<file path="config.mk">
export PLATFORM = sky130hd
export DESIGN_NAME = fetch_queue
export DESIGN_NICKNAME = d
export VERILOG_FILES = /design/src/rtl/fetch_pkg.sv /design/src/rtl/fetch_slots.sv /design/src/rtl/fetch_queue.sv
export SDC_FILE = /design/constraint.sdc
export NUM_CORES = 1
export LEC_CHECK = 0
export CELL_PAD_IN_SITES_DETAIL_PLACEMENT = 2
export CELL_PAD_IN_SITES_GLOBAL_PLACEMENT = 2
export CORE_MARGIN = 1.5
export CORE_UTILIZATION = 43
export DETAILED_ROUTE_END_ITERATION = 8
export MAX_ROUTING_LAYER = met4
export PLACE_DENSITY_LB_ADDON = 0.12
export RECOVER_POWER = 100
export SETUP_SLACK_MARGIN = 0.4
export SLEW_MARGIN = 5
export SYNTH_ARGS = -nofsm -noshare
export SYNTH_HDL_FRONTEND = slang
export SYNTH_SLANG_ARGS = --single-unit
</file>
<file path="constraint.sdc">
create_clock -name clk -period 7.95 [get_ports clk]
set_clock_uncertainty 0.1 [all_clocks]
set_input_delay 1.1925 -clock clk [delete_from_list [all_inputs] [get_ports clk]]
set_output_delay 1.1925 -clock clk [all_outputs]
set_load 0.005 [all_outputs]
</file>
<file path="src/rtl/fetch_pkg.sv">
// fetch_pkg: shared slot type and constants for the fetch queue (fault field present only with FETCH_MISALIGN_CHECK_EN)
package fetch_pkg;
   localparam int DEPTH_DEF = 4;
   localparam int XLEN_DEF = 32;
   localparam logic [XLEN_DEF-1:0] NOP_INSTR = 32'h00000013;
   typedef struct packed {
      logic [XLEN_DEF-1:0] pc;
      logic [XLEN_DEF-1:0] instr;
`ifdef FETCH_MISALIGN_CHECK_EN
      logic fault;
`endif
      logic filled;
   } fetch_slot_t;
endpackage

</file>
<file path="src/rtl/fetch_slots.sv">
// fetch_slots: slot RAM with alloc/fill/head pointers and occupancy; FETCH_MISALIGN_CHECK_EN lets fill skip fault slots
module fetch_slots
   import fetch_pkg::*;
#(
   parameter int DEPTH = DEPTH_DEF,
   parameter int XLEN = XLEN_DEF
) (
   input  logic                    clk,
   input  logic                    reset,
   input  logic                    flush,
   input  logic                    push,
   input  logic [XLEN-1:0]         push_pc,
`ifdef FETCH_MISALIGN_CHECK_EN
   input  logic                    push_fault,
`endif
   input  logic                    fill,
   input  logic [XLEN-1:0]         fill_data,
   input  logic                    pop,
   output logic                    full,
   output logic                    empty,
   output logic [$clog2(DEPTH):0]  pend,
   output fetch_slot_t             head
);
   localparam int AW = $clog2(DEPTH);
   localparam int PW = AW + 1;
   fetch_slot_t slots [DEPTH];
   logic [PW-1:0] alloc_ptr, fill_ptr, head_ptr, used, fill_at;
   assign used = alloc_ptr - head_ptr;
   assign full = used == PW'(DEPTH);
   assign empty = used == '0;
   assign head = slots[head_ptr[AW-1:0]];
`ifdef FETCH_MISALIGN_CHECK_EN
   logic [PW-1:0] idx;
   // oldest unfilled slot from fill_ptr onward, and how many memory requests are still outstanding
   always_comb begin
      fill_at = alloc_ptr;
      pend = '0;
      idx = '0;
      for (int i = DEPTH - 1; i >= 0; i--) begin
         idx = fill_ptr + PW'(i);
         if (PW'(i) < alloc_ptr - fill_ptr && !slots[idx[AW-1:0]].filled) begin
            fill_at = idx;
            pend = pend + PW'(1);
         end
      end
   end
`else
   assign fill_at = fill_ptr;
   assign pend = alloc_ptr - fill_ptr;
`endif
   // slot writes and pointer moves; flush rewinds every pointer and invalidates all slots
   always_ff @(posedge clk or negedge reset) begin
      if (!reset) begin
         alloc_ptr <= '0;
         fill_ptr <= '0;
         head_ptr <= '0;
         for (int i = 0; i < DEPTH; i++) slots[i] <= '0;
      end else if (flush) begin
         alloc_ptr <= '0;
         fill_ptr <= '0;
         head_ptr <= '0;
         for (int i = 0; i < DEPTH; i++) slots[i].filled <= 1'b0;
      end else begin
         if (push) begin
            slots[alloc_ptr[AW-1:0]].pc <= push_pc;
`ifdef FETCH_MISALIGN_CHECK_EN
            slots[alloc_ptr[AW-1:0]].fault <= push_fault;
            slots[alloc_ptr[AW-1:0]].filled <= push_fault;
            if (push_fault) slots[alloc_ptr[AW-1:0]].instr <= NOP_INSTR;
`else
            slots[alloc_ptr[AW-1:0]].filled <= 1'b0;
`endif
            alloc_ptr <= alloc_ptr + PW'(1);
         end
         if (fill) begin
            slots[fill_at[AW-1:0]].instr <= fill_data;
            slots[fill_at[AW-1:0]].filled <= 1'b1;
            fill_ptr <= fill_at + PW'(1);
         end else begin
            fill_ptr <= fill_at;
         end
         if (pop) head_ptr <= head_ptr + PW'(1);
      end
   end
endmodule

</file>
<file path="src/rtl/fetch_queue.sv">
// fetch_queue: fetch stage pairing PCs with in-order memory responses for decode; FETCH_MISALIGN_CHECK_EN adds misaligned-PC faults
module fetch_queue
   import fetch_pkg::*;
#(
   parameter int DEPTH = DEPTH_DEF,
   parameter int XLEN = XLEN_DEF
) (
   input  logic            clk,
   input  logic            reset,
   input  logic            pc_valid,
   input  logic [XLEN-1:0] pc_in,
   output logic            pc_ready,
   input  logic            flush,
   output logic            imem_req_valid,
   output logic [XLEN-1:0] imem_addr,
   input  logic            imem_req_ready,
   input  logic            imem_rsp_valid,
   input  logic [XLEN-1:0] imem_rsp_data,
   output logic            dec_valid,
   output logic [XLEN-1:0] dec_pc,
   output logic [XLEN-1:0] dec_instr,
   output logic            dec_fault,
   input  logic            dec_ready
);
   localparam int PW = $clog2(DEPTH) + 1;
   localparam int DW = PW + 4;
   logic full, empty, open, mis, fill, pop;
   logic [PW-1:0] pend;
   logic [DW-1:0] drop_cnt, drop_next;
   fetch_slot_t head;
   assign open = reset & pc_valid & !full & !flush;
`ifdef FETCH_MISALIGN_CHECK_EN
   assign mis = pc_in[1:0] != 2'b00;
   assign pc_ready = open & (mis | imem_req_ready);
   assign dec_fault = dec_valid & head.fault;
`else
   assign mis = 1'b0;
   assign pc_ready = open & imem_req_ready;
   assign dec_fault = 1'b0;
`endif
   assign imem_req_valid = open & !mis;
   assign imem_addr = pc_in;
   assign dec_valid = !flush & !empty & head.filled;
   assign dec_pc = head.pc;
   assign dec_instr = head.instr;
   assign pop = dec_valid & dec_ready;
   assign fill = imem_rsp_valid & (drop_cnt == '0) & !flush;
   // responses still owed by memory for flushed requests, less any response landing this cycle
   always_comb begin
      drop_next = drop_cnt;
      if (imem_rsp_valid & (drop_cnt != '0)) drop_next = drop_cnt - DW'(1);
      if (flush) drop_next = drop_next + DW'(pend) - DW'(imem_rsp_valid & (drop_cnt == '0));
   end
   // discard counter register
   always_ff @(posedge clk or negedge reset) begin
      if (!reset) drop_cnt <= '0;
      else drop_cnt <= drop_next;
   end
   fetch_slots #(.DEPTH(DEPTH), .XLEN(XLEN)) u_slots (
      .clk(clk),
      .reset(reset),
      .flush(flush),
      .push(pc_ready),
      .push_pc(pc_in),
`ifdef FETCH_MISALIGN_CHECK_EN
      .push_fault(mis),
`endif
      .fill(fill),
      .fill_data(imem_rsp_data),
      .pop(pop),
      .full(full),
      .empty(empty),
      .pend(pend),
      .head(head)
   );
endmodule

</file>
After elaboration in Yosys (flattened, before gate mapping). Index checks and enable logic that the tools add are counted.

Memory bits (read-only): 0. Bits in writable memories: 0. Output and inout bits: 100. Memories kept: 0. Flip-flop bits (word level): 276. Latch bits: 0. Logic and storage cells: 85. Bits of input ports: 71.

Div/mod/pow operators: 0. Bitwise operators: 14. $mul: 0. Muxes and demuxes: 30. Reduce and logical (&&, ||, !) cells: 11. Equality and inequality tests: 1. Add/sub/neg operators: 8. Order comparisons: 5. Shift-type cells: 0.

Operators with widths (number): 260-bit bitwise mux (4); 260-bit 2-to-1 mux (3); 65-bit demux with 2-bit select (4); 65-bit 2-to-1 mux (3); 65-bit binary-select mux with 2-bit select (1); 33-bit 2-to-1 mux (1); 3-bit 2-to-1 mux (6); 7-bit 2-to-1 mux (2); 1-bit bitwise AND (11); 3-bit by 1-bit adder with 3-bit output, second input constant (3); 3-bit >= comparator, second input constant (3); 2-bit inverter with 3-bit output (3); 7-bit by 3-bit adder with 7-bit output (1); 7-bit logical NOT (1); 7-bit nonzero test (1); 7-bit by 1-bit subtractor with 7-bit output (1); 7-bit by 1-bit subtractor with 7-bit output, second input constant (1); 3-bit by 1-bit less-than comparator with 1-bit output, second input constant (2); 1-bit 2-to-1 mux (6); 2-bit nonzero test (3); 3-bit subtractor (2); 3-bit equality test, second input constant (1); 1-bit logical NOT (3); 3-bit logical NOT (1); 1-bit logical AND (2).

Depth between registers and ports, before layout. Gate-level depths: netlist of the first run.

Word-level depth: 13. Depth in mapped cells: 15. Gate-level depth less buffers: 15.

By module. A second synthesis of the first run with hierarchy kept.

Cell total of the unflattened synthesis: 825. Area total of the unflattened synthesis: 12968.7 um^2.

By module, submodules not included: fetch_slots (area each 11990.2 um^2, cells an instance 701, seq. area each 6731.5 um^2, instances 1); fetch_queue (area each 978.4 um^2, cells an instance 124, seq. area each 175.2 um^2, instances 1).

Worst setup path before layout of the first run. Ideal clock, no wire load.

Kind: input to register. Start: input port imem_rsp_valid. End: register drop_cnt[6]. Required time: 7.715 ns. Arrival time: 3.222 ns. Setup time: 0.135 ns. Buffers on the path: 1. Stages: 11. Path slack: 4.493 ns. Cell sequence: buf_2 -> or3b_2 -> a211o_1 -> xnor2_1 -> inv_1 -> ha_1 -> nor2_1 -> a21oi_1 -> xnor2_1 -> nand2_1 -> xor2_1.

Word-level cells in the longest chain between the ends: 5. Elaborated cells on any way between the ends: 6. Those cells by class: add/sub: 2; mux: 2; bitwise: 2.

RTL lines: start: declaration (RTL line fetch_queue.sv:17) `input logic imem_rsp_valid,`; 1-bit bitwise AND (RTL line fetch_queue.sv:51) `if (imem_rsp_valid & (drop_cnt != '0)) drop_next = drop_cnt - DW'(1);`; 7-bit 2-to-1 mux (RTL line fetch_queue.sv:51); 7-bit by 3-bit adder with 7-bit output (RTL line fetch_queue.sv:52) `if (flush) drop_next = drop_next + DW'(pend) - DW'(imem_rsp_valid & (drop_cnt == '0));`; 7-bit by 1-bit subtractor with 7-bit output (RTL line fetch_queue.sv:52); 7-bit 2-to-1 mux * (RTL line fetch_queue.sv:52); named net drop_next[6] (RTL line fetch_queue.sv:29) `logic [DW-1:0] drop_cnt, drop_next;`; end signal: assignment (RTL line fetch_queue.sv:57) `else drop_cnt <= drop_next;`; end: declaration (RTL line fetch_queue.sv:29).

Mark *: on every way through the listed nets, which the timed path passes. The rest lies on a longest branch. A chain may end at the register's enable or synchronous reset.

Final worst setup path of the first run.
Start: register u_slots.head_ptr[1]. End: output port dec_valid.

Word-level cells in the longest chain between the ends: 5. Elaborated cells on any way between the ends: 9. Those cells by class: add/sub: 1; mux: 3; bitwise: 3; reduce/logical: 2.

RTL lines: start: declaration (RTL line fetch_slots.sv:27) `logic [PW-1:0] alloc_ptr, fill_ptr, head_ptr, used, fill_at;`; start signal: assignment (RTL line fetch_slots.sv:82) `if (pop) head_ptr <= head_ptr + PW'(1);`; 3-bit subtractor or 2-bit inverter with 3-bit output (tied branches) (RTL line fetch_slots.sv:28, fetch_slots.sv:31); 3-bit logical NOT or 65-bit binary-select mux with 2-bit select (tied branches) (RTL line fetch_slots.sv:30, fetch_slots.sv:31); 1-bit logical NOT or 65-bit 2-to-1 mux (tied branches) (RTL line fetch_queue.sv:43, fetch_slots.sv:31); 1-bit bitwise AND or 65-bit 2-to-1 mux (tied branches) (RTL line fetch_queue.sv:43, fetch_slots.sv:31); 1-bit bitwise AND * (RTL line fetch_queue.sv:43) `assign dec_valid = !flush & !empty & head.filled;`; end: declaration (RTL line fetch_queue.sv:19) `output logic dec_valid,`.

Mark *: on every way between the ends. The rest lies on a longest branch, timed or not. The select of a mux whose other input is x is not followed.

==> key figures, run 1 <==
Timing
  • Worst setup margin: 2.54 ns
  • RSZ-0062 raised after global routing: false
  • Measured slew at the worst slew-check pin: 2.33 ns
  • Final setup viols: 0
  • Tmin final: 5.41 ns
  • Final hold vios: 0
  • Period utilization: 0.681
  • Hold_ws: 0.392 ns
  • Slew headroom: -0.553
  • Aggregate negative setup slack: 0 ns
  • F_max: 0.185 GHz
  • Final slew viol count: 323

Drt
  • DRC: 0
  • Routed length on met1: 12900 µm
  • Iteration-0 DRC Markers: 210
  • Router iterations before antenna repair: 4
  • Vias post-DR: 7365
  • Vias per cell: 5.44
  • Max layer used: met4
  • Detail Route met3 WL: 1340 µm
  • Post-DRT Antenna Nets: 0
  • Final WL: 31200 µm
  • Post-DR wirelength/cell: 23.1 µm
  • Met2 wire len: 16200 µm

Worst setup path
  • Critical R2R Capture: u_slots.slots[154]
  • Worst reg-to-reg path cell count: 6
  • Worst r2r src: drop_cnt[4]
  • Crit path kind: register to output port
  • Worst Path Max Fanout: 67
  • Nature of the critical path startpoint: register
  • CP endpoint kind: output port
  • CP arrival: 4.12 ns
  • Setup slack, reg-to-reg: 3.11 ns
  • Critical Path RT: 6.66 ns

Place
  • Placed Area: 14800 µm²
  • RePlAce Congestion: 0.777
  • PortBufs: 169
  • Pre-CTS setup slack: 3.02 ns
  • HPWL after DPL: 19500 µm

Power
  • PwrDens: 250 nW/µm²
  • Leak: 7.36 nW
  • Total power: 3.86 mW
  • Max VDD drop: 0.153 mV

Run status
  • Violated checks: max-capacitance violations, max-slew violations
  • Status: complete, but fails checks

Run
  • Max-Cap Viols: 9

Layout
  • Multi-input logic area: 5270 µm²
  • Number of fill cells: 2673
  • Final Cell Area: 15400 µm²
  • Final #Nets: 1042
  • Syn-to-layout area delta: 18.5%
  • Antenna cells: 0
  • Storage cell area: 6910 µm²
  • Layout cells sized above 1: 0.330

Worst hold path
  • Worst hold path startpoint: u_slots.slots[155]
  • Hold path cells: 1
  • Worst Hold End: u_slots.slots[155]
  • Hold WC Path Type: register to register

Logic synthesis
  • Number of flops mapped to enable cells by yosys: 0
  • Commonest register cell after synthesis: dfrtp_1
  • Synth cell types: 41
  • Post-Synthesis Cells: 814
  • Synth Net Count: 908
  • Yosys top cell by area: dfrtp_1
  • Top cells by area, synth: dfrtp_1, mux2_2, mux4_2
  • Mean Syn Cell Area: 16.0 µm²
  • Yosys reg bits: 276
  • Fraction of registers with async set/reset: 1.00
  • Top cell type's share of synthesized area: 0.531
  • Synth Warn #: 0
  • Seq/Total Area, Yosys: 0.531
  • Mapped Area: 13000 µm²

Die
  • Core Rows: 63
  • Die area: 31300 µm²
  • Starting density of the core: 0.438
  • Core area: 29700 µm²
  • Die Wd: 177 µm
  • Top-Level Pins: 171
  • Die Y: 177 µm

Clock network
  • Post-CTS sizing: 0
  • CTS tree: built
  • Latest clock arrival within the worst-skew pair: 0.55 ns
  • Inserted Clock Buffers: 31
  • Deepest clock path buffer count: 3
  • # Post-CTS Setup Buffers: 0
  • Cts hold-fix bufs: 0
  • CTS root buf: clkbuf_16
  • Reg clk slew, reported paths: 0.06 ns
  • CTS sink count: 276
  • # H-tree levels: 1

Global routing
  • Initial antenna violation count: 0
  • All-Layer GR Usage: 0.214
  • Pin count of the biggest net entering global routing: 179
  • First-pass GRT wire length: 50300 µm
  • Grt ovf: 0
  • Vias in the first global route: 8829
[logic make-up (layout without fill, tap and decap cells)]
family                     after synthesis  after routing  share of synthesized area
adders and majority gates               23             23                     0.0233
xor gates and xnor gates                19             19                     0.0128
AOI/OAI and AO/OA                       28             28                     0.0149
buffers and inverters                   96            246                     0.0459
muxes                                  323            323                      0.350
other                                    1              1                   0.000288
and+or+nand+nor                         48             48                     0.0223
DFF                                    276            276                      0.531
[metal layers]
layer  global-route usage  vias to the layer above
li1                     -                     3204
met1                0.259                     3924
met2                0.371                      174
met3               0.0335                       63
met4               0.0569                        0
met5                    -                        -
[registers in the layout (all words and copies together) (netlist names)]
signal and count:
u_slots.alloc_ptr 3, u_slots.head_ptr 3, drop_cnt 7, u_slots.fill_at 3, u_slots.slots 260
[power by group]
| part | switching, mW | internal, mW | total, mW |
|---|---|---|---|
| logic | 0.361 | 0.492 | 0.853 |
| clock network | 0.545 | 0.807 | 1.35 |
| registers | 0.0902 | 1.56 | 1.65 |
[worst max-delay path: stages, from the launching register on]
cell	delay [ns]
dfrtp_4	0.40
clkbuf_2	1.60
mux4_2	0.55
nand2_1	0.08
a31oi_1	0.25
dlygate4sd3_1	0.66
[worst max-delay path by stage]
stage | start | to | slack [ns]
after global placement | flush | dec_valid | 3.11
after global routing | u_slots.head_ptr[1] | dec_valid | 2.32
after CTS | flush | dec_valid | 3.03
after detailed placement | flush | dec_valid | 3.02
final | u_slots.head_ptr[1] | dec_valid | 2.54
after floorplan | imem_rsp_valid | drop_cnt[6] | 4.49
[area by class of cell]
type / instances / area share
Tap cell: 390 / 0.0316
Clock inverter: 4 / 0.00454
Multi-Input combinational cell: 442 / 0.341
Sequential cell: 276 / 0.448
Inverter: 21 / 0.00511
Clock buffer: 45 / 0.0563
Timing Repair Buffer: 176 / 0.113
[per-stage QoR]
stage / util / std cells
6_report: 0.519 / 1354
5_1_grt: 0.519 / 1354
4_1_cts: 0.528 / 1354
3_3_place_gp: 0.496 / 1305
3_5_place_dp: 0.496 / 1305
2_1_floorplan: - / 814
[cells in the mapped netlist (5+ instances only)]
master / n
xor2_1: 10
nand2_1: 15
nand2_4: 5
clkbuf_1: 6
mux4_2: 65
ha_1: 21
buf_4: 33
inv_1: 20
buf_2: 19
xnor2_1: 9
buf_6: 12
buf_1: 5
mux2_2: 206
dfrtp_1: 276
a21oi_1: 9
mux2_4: 50
nor2_1: 12
[layout by cell type (no fill, tap or decap), types with 4 or more instances in the layout]
master	netlist	routed
a32o_1	4	4
mux4_2	65	65
dlygate4sd3_1	0	98
nand2_1	15	19
nand3_1	4	4
clkdlybuf4s50_1	0	70
nor2_1	12	13
a21oi_1	9	9
mux2_2	206	204
clkbuf_1	6	14
ha_1	21	21
mux2_1	0	50
xnor2_1	9	9
clkbuf_16	0	31
dfrtp_1	276	274
o21ai_0	4	4
clkbuf_8	0	4
inv_1	20	20
xor2_1	10	10
(Power assumes the default switching activity.)
==> inputs of run 2 (changes only) <==
Settings changed: CORE_UTILIZATION 43 to 36.
Clock period 7.95 ns to 4.7 ns, I/O delays scaled along.
==> key figures, run 2 (synthesis gave the netlist of run 1 again) <==
Run status
  • Status: complete, but fails checks
  • Violated checks: max-capacitance violations, max-slew violations

Power
  • Net Sw Frac: 0.259
  • Combinational power share: 0.219
  • Sw power: 1.74 mW
  • Max VDD drop: 0.272 mV
  • Sequential fraction of design power: 0.415
  • Cell internal pwr: 4.98 mW
  • Clk pwr share: 0.365
  • Leak: 7.37 nW
  • PwrDens: 429 nW/µm²

Global routing
  • Grt ovf: 0
  • Initial antenna violation count: 1
  • Routing usage on met2: 0.288
  • Vias in the first global route: 8428
  • First-pass GRT wire length: 48500 µm
  • GR Util met3: 0.0373
  • Top Usage Layer GRT: met2
  • All-Layer GR Usage: 0.176
  • Met1 GRT Util: 0.224
  • Pin count of the biggest net entering global routing: 80

Timing
  • Aggregate negative setup slack: 0 ns
  • Tmin final: 4.15 ns
  • Measured slew at the worst slew-check pin: 1.99 ns
  • Period utilization: 0.883
  • Final setup viols: 0
  • Slew headroom: -0.324
  • Hold_ws: 0.0204 ns
  • Final hold vios: 0
  • RSZ-0062 raised after global routing: false
  • Final slew viol count: 305
  • F_max: 0.241 GHz
  • Worst setup margin: 0.550 ns

Worst setup path
  • Slowest CP cell: clkbuf_2
  • CP Depth: 4
  • Crit path kind: register to output port
  • Worst reg-to-reg path cell count: 7
  • CP endpoint kind: output port
  • Nature of the critical path startpoint: register
  • CP arrival: 3.34 ns
  • Bufs and invs on worst path: 3
  • Worst Path Max Fanout: 35
  • Crit path cell chain: clkbuf_2 > buf_4 > mux4_2 > clkdlybuf4s50_1
  • Critical Path RT: 3.89 ns
  • CP delay by family, top: buffers and inverters
  • Slowest stage delay, CP: 0.83 ns

Clock network
  • Reg clk slew, reported paths: 0.06 ns
  • # H-tree levels: 2
  • Inserted Clock Buffers: 34
  • Cts hold-fix bufs: 0
  • CTS root buf: clkbuf_16
  • CTS sink count: 276
  • Deepest clock path buffer count: 3
  • Post-CTS sizing: 0
  • # Post-CTS Setup Buffers: 0
  • Latest clock arrival within the worst-skew pair: 0.51 ns
  • CTS tree: built

Place
  • HPWL after DPL: 19000 µm
  • PortBufs: 169
  • Pre-CTS setup slack: 0.917 ns
  • Cell total after placement: 1381
  • RePlAce Congestion: 0.719

Die
  • Core Rows: 69
  • Core area: 35600 µm²
  • Die area: 37300 µm²
  • Die Wd: 193 µm
  • Starting density of the core: 0.366
  • Die Y: 193 µm
  • Top-Level Pins: 171

Layout
  • Layout cells sized above 1: 0.339
  • Final #Nets: 1050
  • Non-filler instance count after layout: 1443
  • Syn-to-layout area delta: 20.4%
  • Top reg by flops: u_slots.slots
  • Most frequent cells in the layout: dfrtp_1, mux2_2, clkdlybuf4s50_1
  • Commonest non-fill, non-tap cell in the layout: dfrtp_1
  • Largest regs: u_slots.slots (260), drop_cnt (7)
  • Max FFs per register: 260

Drt
  • Post-DR wirelength/cell: 21.1 µm
  • Final WL: 30400 µm
  • Router iterations before antenna repair: 4
  • Post-DRT Antenna Nets: 0
  • Iteration-0 DRC Markers: 156
  • Vias post-DR: 7303
  • Vias per cell: 5.06
  • DRC: 0

Run
  • Max-Cap Viols: 7

Worst hold path
  • Hold WC Path Type: input pin to asynchronous set/reset pin
run 2: cell types whose count changed in the layout (fill, tap and decap cells not counted), moves of 2 or more:
cell,before,now
buf_4,1,4
bufinv_16,2,0
clkbuf_1,14,16
clkbuf_16,31,34
clkbuf_2,1,6
clkbuf_8,4,7
clkdlybuf4s50_1,70,117
dlygate4sd3_1,98,51
inv_6,0,2
mux2_4,2,0
run 2: power groups by stage:
stage / Sequential, mW / Combinational [mW] / Clock (mW)
floorplan: 2.78 / 0.898 / 0
global placement: 2.82 / 1.54 / 0
detailed placement: 2.83 / 1.57 / 0
CTS: 2.79 / 1.58 / 2.55
global route: 2.82 / 1.65 / 2.65
finish: 2.79 / 1.47 / 2.45
run 2: area by class of cell:
type                            count  area [µm²]
Fill cell                        3443       19900
Timing Repair Buffer              181        1760
Multi-Input combinational cell    442        5280
Clock inverter                      6        48.8
Clock buffer                       55        1000
Tap cell                          461         577
Sequential cell                   276        6910
Antenna cell                        1        2.50
Inverter                           21        78.8
run 2: through the flow:
step	total power, mW	util	area (µm²)
3_3_place_gp	4.36	0.418	14900
5_1_grt	7.12	0.440	15700
4_1_cts	6.93	0.448	15900
3_5_place_dp	4.40	0.418	14900
2_1_floorplan	3.67	-	13000
6_report	6.72	0.440	15700
run 2: path summary, 6_finish.rpt:
check | startpoint | end | slack [ns]
worst max-delay path | u_slots.head_ptr[1] | dec_pc[19] | 0.55
worst min-delay path | reset | u_slots.slots[88] | 0.02
worst max register to register | u_slots.head_ptr[0] | u_slots.slots[49] | 0.72
worst min register to register | u_slots.slots[144] | u_slots.slots[144] | 0.39
max in group asynchronous | reset | u_slots.slots[67] | 1.64
min in group clk | u_slots.slots[144] | u_slots.slots[144] | 0.39
run 2: metal layers:
metal,wire length [µm],vias up
met3,1500,38
met1,13500,3876
met4,510,0
li1,-,3243
met2,14900,146
met5,0,-
==> inputs of run 3 (changes only) <==
Settings changed: PLACE_DENSITY_LB_ADDON 0.12 to 0.1.
==> key figures, run 3 (synthesis gave the netlist of run 1 again) <==
Run status
  • Status: complete, but fails checks
  • Violated checks: max-capacitance violations, max-slew violations

Drt
  • Vias per cell: 5.15
  • Final WL: 32700 µm
  • DRC: 0
  • Router iterations before antenna repair: 4
  • Vias post-DR: 7410
  • Iteration-0 DRC Markers: 179
  • Post-DRT Antenna Nets: 0
  • Post-DR wirelength/cell: 22.7 µm

Timing
  • Final setup viols: 0
  • Final hold vios: 0
  • Slew headroom: -0.491
  • Tmin final: 4.10 ns
  • Period utilization: 0.873
  • Aggregate negative setup slack: 0 ns
  • F_max: 0.244 GHz
  • RSZ-0062 raised after global routing: false
  • Final slew viol count: 399
  • Measured slew at the worst slew-check pin: 2.24 ns
  • Worst setup margin: 0.598 ns

Layout
  • Antenna cells: 0
  • Most frequent cells in the layout: dfrtp_1, mux2_2, dlygate4sd3_1
  • Largest regs: u_slots.slots (260), drop_cnt (7)
  • Max FFs per register: 260
  • Commonest non-fill, non-tap cell in the layout: dfrtp_1
  • Top reg by flops: u_slots.slots
  • Post-layout util: 0.443
  • Syn-to-layout area delta: 20.9%
  • Non-filler instance count after layout: 1440
  • Final #Nets: 1050
  • Layout cells sized above 1: 0.341

Worst hold path
  • Hold WC Path Type: register to register
  • Worst hold path startpoint: u_slots.slots[217]
  • Worst Hold End: u_slots.slots[217]
  • Hold path cells: 1

Die
  • Die Y: 193 µm
  • Core Rows: 69
  • Top-Level Pins: 171
  • Die area: 37300 µm²
  • Core area: 35600 µm²
  • Starting density of the core: 0.366
  • Die Wd: 193 µm

Worst setup path
  • Nature of the critical path startpoint: register
  • Slowest CP cell: clkbuf_1
  • Worst r2r src: u_slots.head_ptr[1]
  • Worst Path Max Fanout: 25
  • Worst reg-to-reg path cell count: 8
  • Critical Path RT: 4.98 ns
  • Slowest stage delay, CP: 1.25 ns
  • CP endpoint kind: register
  • CP arrival: 4.38 ns
  • Critical R2R Capture: u_slots.slots[171]
  • Crit path cell chain: inv_1 > ha_1 > nor2b_1 > xnor2_1 > o2111a_1 > nand2_1 > clkbuf_1 > mux2_2
  • Crit path kind: register to register
  • Setup slack, reg-to-reg: 0.60 ns

Power
  • Sequential fraction of design power: 0.409
  • Combinational power share: 0.212
  • Sw power: 1.77 mW
  • Leak: 7.49 nW
  • Cell internal pwr: 5.06 mW
  • Net Sw Frac: 0.259
  • Clk pwr share: 0.378
  • PwrDens: 434 nW/µm²
  • Total power: 6.83 mW
  • Max VDD drop: 0.264 mV

Place
  • RePlAce Congestion: 0.759
  • HPWL after DPL: 21100 µm
  • Pre-CTS setup slack: 0.841 ns
  • PortBufs: 169
  • Cell total after placement: 1379

Clock network
  • CTS tree: built
  • Inserted Clock Buffers: 35
  • # H-tree levels: 2
  • CTS root buf: clkbuf_16
  • Cts hold-fix bufs: 1
  • Post-CTS sizing: 0
  • Reg clk slew, reported paths: 0.06 ns
  • # Post-CTS Setup Buffers: 0
  • Latest clock arrival within the worst-skew pair: 0.49 ns
  • CTS sink count: 276
  • Deepest clock path buffer count: 3

Global routing
  • Pin count of the biggest net entering global routing: 161
  • Grt ovf: 0
  • All-Layer GR Usage: 0.190
  • Initial antenna violation count: 0
  • First-pass GRT wire length: 52500 µm
  • Vias in the first global route: 8961

Run
  • Max-Cap Viols: 7
## run 3: cell types whose count changed in the layout (fill, tap and decap cells not counted), moves of 2 or more
cell | previous run | this run
mux2_1 | 51 | 55
clkbuf_2 | 6 | 4
clkdlybuf4s50_1 | 117 | 70
mux2_2 | 205 | 201
clkbuf_1 | 16 | 8
clkinv_2 | 3 | 7
dlygate4sd3_1 | 51 | 99
bufinv_16 | 0 | 2
## run 3: how the worst max path moves through the flow
stage / from / to / slack, ns / depth (start not counted)
after floorplan: drop_cnt[4] / drop_cnt[6] / 1.39 / 13
after global placement: imem_rsp_valid / drop_cnt[6] / 1.06 / 13
after detailed placement: imem_rsp_valid / drop_cnt[6] / 0.84 / 12
after CTS: u_slots.head_ptr[1] / pc_ready / 0.86 / 6
after global routing: u_slots.head_ptr[1] / u_slots.slots[163] / 0.33 / 8
final: u_slots.head_ptr[1] / u_slots.slots[171] / 0.60 / 8
## run 3: power groups by stage
stage	registers, mW	clock network, mW	logic (mW)
final	2.80	2.59	1.45
after global routing	2.83	2.78	1.62
after detailed placement	2.84	0	1.60
after CTS	2.80	2.69	1.61
after global placement	2.80	0	1.51
after floorplan	2.78	0	0.898
## run 3: cell type report
type / count / area [µm²]
clock buffers: 49 / 998
clock inverters: 11 / 113
fillers: 3377 / 19800
inverters: 21 / 78.8
multi-input cells: 442 / 5280
flip-flops and latches: 276 / 6910
well taps: 461 / 577
repair buffers: 180 / 1780
## run 3: metrics by stage
stage               cell area (µm²)  hold slack, ns
detailed placement            14900           0.391
global placement              14900           0.381
finish                        15700           0.393
global route                  15700           0.406
CTS                           16000           0.404
floorplan                     13000           0.309
## run 3: per-layer routing
| metal | part of all wire | routed length [µm] | GRT usage | vias up |
|---|---|---|---|---|
| met5 | 0 | 0 | - | - |
| met3 | 0.043 | 1400 | 0.0346 | 50 |
| li1 | - | - | - | 3231 |
| met4 | 0.022 | 723 | 0.0503 | 0 |
| met2 | 0.52 | 17200 | 0.327 | 156 |
| met1 | 0.41 | 13400 | 0.228 | 3973 |
## run 3: worst max-delay path, delay by kind of cell (launching register included)
family	cells	cell delay, ns
adder cells (fa/ha/maj)	1	0.21
flip-flops	1	0.70
AO/OA/AOI/OAI	1	0.38
XOR/XNOR	1	0.13
AND/OR/NAND/NOR	2	0.67
buffers and inverters	2	1.34
multiplexers	1	0.44
==> RTL edit 1: new RTL, settings of run 2 <==
`XLEN_DEF`: 32 -> 48.
--- a/src/rtl/fetch_pkg.sv
+++ b/src/rtl/fetch_pkg.sv
@@ -1,7 +1,7 @@
 // fetch_pkg: shared slot type and constants for the fetch queue (fault field present only with FETCH_MISALIGN_CHECK_EN)
 package fetch_pkg;
    localparam int DEPTH_DEF = 4;
-   localparam int XLEN_DEF = 32;
+   localparam int XLEN_DEF = 48;
    localparam logic [XLEN_DEF-1:0] NOP_INSTR = 32'h00000013;
    typedef struct packed {
       logic [XLEN_DEF-1:0] pc;
Interface: changed (5 resized); port bits go from 171 to 251. The function was not compared with the original's and may differ.
==> RTL edit 1 against run 2 <==
The run still ends with capacitance limit, slew limit left; wire length up 52%; synthesized area up 44%; non-clock buffer count up 88; critical endpoint is now dec_instr[31]; sequential cell count up 128; worst setup slack worse by 0.030 ns; critical path type unchanged; total power up 47%; sequential share of layout area up 0.12 points; design area up 46%; fmax down 0.71%.
==> RTL edit 1: results (changes against run 2) <==
- Share of cells above drive strength 1: 36.4% (was 33.9%)
- Biggest regs: u_slots.slots (388), drop_cnt (7) (was u_slots.slots (260), drop_cnt (7))
- Fraction of registers with async set/reset: 100% (unchanged)
- GR Util met1: 23.7% (was 22.4%)
- Hold Crit Class: reg -> reg (was in -> async)
- Worst path max stage delay: 0.94 ns (was 0.83 ns)
- Final-report max-slew violation count: 436 (was 305)
- Failing checks: capacitance limit, slew limit (unchanged)
- Post-CTS Hold Buffers: 1 (was 0)
- Critical path fanouts, max: 34 (was 35)
- R2R cell count: 7 (unchanged)
- Routed WL: 46300 um (was 30400 um)
- Setup TNS: 0 ns (unchanged)
- DP Wirelength: 29200 um (was 19000 um)
- Clock Tree Root: clkbuf_16 (unchanged)
- Hold_sp: u_slots.slots[133]$_DFFE_PN0P_
- Pin count of the biggest net entering global routing: 148 (was 80)
- RePlAce Congestion: 0.718 (was 0.719)
- Synth unique cells: 47 (was 41)
- R2R Setup Slk: 0.58 ns (was 0.72 ns)
- Synth top cells by count: dfrtp_1, mux2_2, mux4_2 (unchanged)
- Syn Nets: 1284 (was 908)
- M2 GR Usage: 28.8% (about the same)
- Initial antenna violation count: 1 (unchanged)
- Inserted Clock Buffers: 48 (was 34)
- Max Cap Viol: 5 (was 7)
- Fin nets: 1486 (was 1050)
- Sequential area share after synthesis: 53.9% (was 53.1%)
- Number of fill cells: 4913 (was 3443)
- First-pass GRT wire length: 73200 um (was 48500 um)
- Vias: 10.6k (was 7303)
- Vias in the first global route: 12.0k (was 8428)
- # port buffers: 249 (was 169)
- Synth Warn #: 0 (unchanged)
- Worst slew margin: -53.1% (was -32.4%)
- Total GRT Usage: 18.3% (was 17.6%)
- Worst skew pair latency: 0.57 ns (was 0.51 ns)
- Crit. Startpoint: u_slots.head_ptr[1]$_DFFE_PN0P_ (unchanged)
- Crit path DAT: 3.37 ns (was 3.34 ns)
- Synth area leaders: dfrtp_1, mux2_2, mux4_2 (unchanged)
- RR Endpoint: u_slots.slots[82]$_DFFE_PN0P_ (was u_slots.slots[49]$_DFFE_PN0P_)
- Clock-pin slew on the worst setup and hold paths: 0.06 ns (about the same)
- Peak VDD IR: 0.252 mV (was 0.272 mV)
- Status: finished with violations (unchanged)
- DP Area: 21600 um^2 (was 14900 um^2)
- Leakage power: 10.8 nW (was 7.37 nW)
- GRT met3 Usage: 4.00% (was 3.73%)
- Initial DRC count: 241 (was 156)
-- RTL edit 1: cell count changes after synthesis, sizes merged, moves of 4 or more --
cell    change
inv         +4
mux4       +32
mux2      +129
dfrtp     +128
clkbuf      +8
nand3       +4
buf        +34
-- RTL edit 1: how the worst max path moves through the flow --
stage | end | slack, ns | cells past startpoint
after global routing | u_slots.slots[62]$_DFFE_PN0P_ | 0.23 | 7
after CTS | drop_cnt[6]$_DFF_PN0_ | 0.65 | 13
after detailed placement | drop_cnt[6]$_DFF_PN0_ | 0.68 | 13
after global placement | drop_cnt[5]$_DFF_PN0_ | 0.81 | 14
after floorplan | drop_cnt[5]$_DFF_PN0_ | 1.08 | 14
final | dec_instr[31] | 0.52 | 3
-- RTL edit 1: layout make-up --
cell class / instances / share of cell area (%)
inverters: 24 / 0.394
diodes: 1 / 0.0109
multi-input cells: 613 / 33.0
flip-flops and latches: 404 / 44.3
clock buffers: 74 / 6.34
well taps: 680 / 3.72
repair buffers: 269 / 11.5
clock inverters: 12 / 0.821
-- RTL edit 1: power by group --
part	internal, mW	switching [mW]	total (mW)
Clock	2.38	1.45	3.83
Combinational	1.14	0.820	1.96
Sequential	3.85	0.204	4.05
Total	7.37	2.47	9.84
-- RTL edit 1: kinds of logic (layout without fill, tap and decap cells) --
logic type	count (synthesis)	after routing	synth area share, %
other cells	1	2	0.0200
xor+xnor	16	16	0.746
simple gates	55	55	1.66
fa+ha+maj	23	23	1.61
compound gates	31	31	1.19
mux	487	487	36.4
flops	404	404	53.9
buf+inv	141	379	4.55
-- RTL edit 1: layer usage --
metal | vias up | share of wire, %
li1 | 4612 | -
met3 | 68 | 5.0
met2 | 184 | 48
met5 | - | 0
met4 | 0 | 2.0
met1 | 5706 | 45
-- RTL edit 1: stage by stage --
stage	instances	util (%)	hold WS (ns)	worst slack [ns]	power (mW)
after global routing	2077	44.5	0.408	0.227	10.4
after CTS	2076	45.2	0.402	0.649	10.2
after global placement	1989	42.0	0.381	0.810	6.19
after detailed placement	1989	42.0	0.389	0.685	6.27
after floorplan	1158	-	0.309	1.08	5.21
final	2077	44.5	0.388	0.521	9.84
==> RTL edit 2: new RTL, flow settings as in run 2 <==
Made on the original files. Reset style: synchronous (`reset`), changed in 2 clocked blocks.
--- a/src/rtl/fetch_slots.sv
+++ b/src/rtl/fetch_slots.sv
@@ -49,7 +49,7 @@
    assign pend = alloc_ptr - fill_ptr;
 `endif
    // slot writes and pointer moves; flush rewinds every pointer and invalidates all slots
-   always_ff @(posedge clk or negedge reset) begin
+   always_ff @(posedge clk) begin
       if (!reset) begin
          alloc_ptr <= '0;
          fill_ptr <= '0;
--- a/src/rtl/fetch_queue.sv
+++ b/src/rtl/fetch_queue.sv
@@ -52,7 +52,7 @@
       if (flush) drop_next = drop_next + DW'(pend) - DW'(imem_rsp_valid & (drop_cnt == '0));
    end
    // discard counter register
-   always_ff @(posedge clk or negedge reset) begin
+   always_ff @(posedge clk) begin
       if (!reset) drop_cnt <= '0;
       else drop_cnt <= drop_next;
    end
Behaviour: not the same (Yosys sat finds a counterexample within 4 cycles, from zero or initial values and one cycle with reset low; the reset may be asserted at any time).
==> RTL edit 2 against run 2 <==
Design area is 0.54% higher; count of clock-buffer cells in the layout is 15 lower; worst setup slack worse by 0.040 ns; sequential cell count is 2 higher; utilization is 0.35 points higher; synthesized area is 0.67% lower; total power is 6.8% lower; clock power is 2% lower; wire length is 14% higher; critical path type unchanged.
==> RTL edit 2: results (changes against run 2) <==
- Hold Crit Class: reg -> reg (was in -> async)
- Leakage power: 6.60 nW (was 7.37 nW)
- Initial Utilization: 36.4% (was 36.6%)
- Critical path fanouts, max: 22 (was 35)
- Worst skew pair latency: 0.50 ns
- Synth area leaders: edfxtp_1, and3_1, mux4_2 (was dfrtp_1, mux2_2, mux4_2)
- RR Endpoint: u_slots.slots[2][12]$_SDFFCE_PN0P_ (was u_slots.slots[49]$_DFFE_PN0P_)
- R2R Path Start: drop_cnt[0]$_SDFF_PN0_ (was u_slots.head_ptr[0]$_DFFE_PN0P_)
- Synth unique cells: 43 (was 41)
- Tmin final: 4.19 ns (was 4.15 ns)
- RePlAce Congestion: 0.724 (was 0.719)
- R2R cell count: 8 (was 7)
- Routed WL: 34600 um (was 30400 um)
- Fin nets: 1086 (was 1050)
- Main flop type after synthesis: edfxtp_1 (was dfrtp_1)
- First-pass GRT wire length: 52800 um (was 48500 um)
- # placed instances: 1417 (was 1381)
- Number of synthesized flops with an enable pin: 256 (was 0)
- DP Wirelength: 20500 um (was 19000 um)
- CP delay by family, top: buffers and inverters (unchanged)
- Synth top cells by count: and3_1, edfxtp_1, mux4_2 (was dfrtp_1, mux2_2, mux4_2)
- Critical-path top delay cell: clkbuf_1 (was clkbuf_2)
- Crit path DAT: 3.38 ns (was 3.34 ns)
- Status: complete, no violations (was finished with violations)
- Fraction of registers with async set/reset: 0% (was 100%)
- Sequential area share after synthesis: 62.9% (was 53.1%)
- Worst slew margin: 9.51% (was -32.4%)
- DP Worst Slack: 0.772 ns (was 0.917 ns)
- Worst path max stage delay: 1.00 ns (was 0.83 ns)
- Share of cells above drive strength 1: 14.1% (was 33.9%)
- Synth Warn #: 0 (unchanged)
- Routed WL per cell: 23.5 um (was 21.1 um)
- R2R Setup Slk: 0.80 ns (was 0.72 ns)
- Syn Nets: 957 (was 908)
- Initial DRC count: 479 (was 156)
- Syn Area/Cell: 15.0 um^2 (was 16.0 um^2)
- Total GRT Usage: 19.6% (was 17.6%)
- Post-CTS sizing: 0 (unchanged)
- DP Area: 14800 um^2 (was 14900 um^2)
- Vias in the first global route: 8760 (was 8428)
- DR vias/cell: 5.31 (was 5.06)
- Pin count of the biggest net entering global routing: 86 (was 80)
- Peak VDD IR: 0.210 mV (was 0.272 mV)
==> RTL edit 2: cell count changes after synthesis, sizes merged, moves of 7 or more <==
cell / run 2 / this run
o21ai: 4 / 11
and3: 0 / 258
dfxtp: 0 / 22
edfxtp: 0 / 256
dfrtp: 276 / 0
mux2: 256 / 0
buf: 69 / 55
nand2: 20 / 27
clkbuf: 6 / 47
and2: 0 / 7
==> RTL edit 2: routing by layer <==
metal / part of all wire (%) / up-vias / wire [um] / GRT usage (%)
met5: 0 / - / 0 / -
met4: 1.7 / 0 / 584 / 4.71
met3: 4.1 / 43 / 1410 / 2.45
met2: 52 / 179 / 17900 / 33.4
met1: 43 / 4054 / 14800 / 24.8
li1: - / 3543 / - / -
==> RTL edit 2: kinds of logic after synthesis <==
family	synth area share, %
other cells	0.0290
flops	62.9
fa+ha+maj	2.34
buf+inv	5.29
simple gates	15.2
mux	11.5
compound gates	1.57
xor+xnor	1.22
==> RTL edit 2: worst max path at each step <==
| stage | start | endpoint | cells after the start |
|---|---|---|---|
| after floorplan | drop_cnt[0]$_SDFF_PN0_ | drop_cnt[6]$_SDFF_PN0_ | 15 |
| after global placement | imem_rsp_valid | drop_cnt[6]$_SDFF_PN0_ | 13 |
| after detailed placement | imem_rsp_valid | drop_cnt[6]$_SDFF_PN0_ | 13 |
| after CTS | flop | dec_pc[2] | 3 |
| after global routing | flop | dec_instr[22] | 3 |
| final | flop | dec_instr[22] | 3 |
==> RTL edit 2: power breakdown <==
| part | leakage, nW | internal (mW) | switching [mW] |
|---|---|---|---|
| Sequential | 2.83 | 2.82 | 0.0518 |
| Combinational | 3.28 | 0.448 | 0.540 |
| Clock | 0.491 | 1.42 | 0.983 |
==> RTL edit 2: worst register-to-register path: stages (launching register included) <==
cell	delay [ns]
dfxtp_1	0.34
inv_1	0.09
ha_1	0.18
or4b_1	0.50
nor3_1	0.44
nand2_4	0.18
nor2_8	0.48
clkbuf_2	1.11
and3_1	0.34
==> RTL edit 2: area by class of cell <==
class | instances | area, um^2
sequential | 278 | 8130
timing repair buffer | 195 | 1860
clock buffer | 40 | 905
multi-input combinational | 463 | 4110
inverter | 20 | 75.1
tap | 461 | 577
fill | 3431 | 19700
antenna | 2 | 5.00
clock inverter | 14 | 93.8
==> RTL edit 2: per-stage QoR <==
step / hold slack (ns) / util [%]
5_1_grt: 0.411 / 44.4
2_1_floorplan: 0.333 / -
4_1_cts: 0.382 / 44.6
3_3_place_gp: 0.373 / 41.7
6_report: 0.383 / 44.4
3_5_place_dp: 0.377 / 41.7
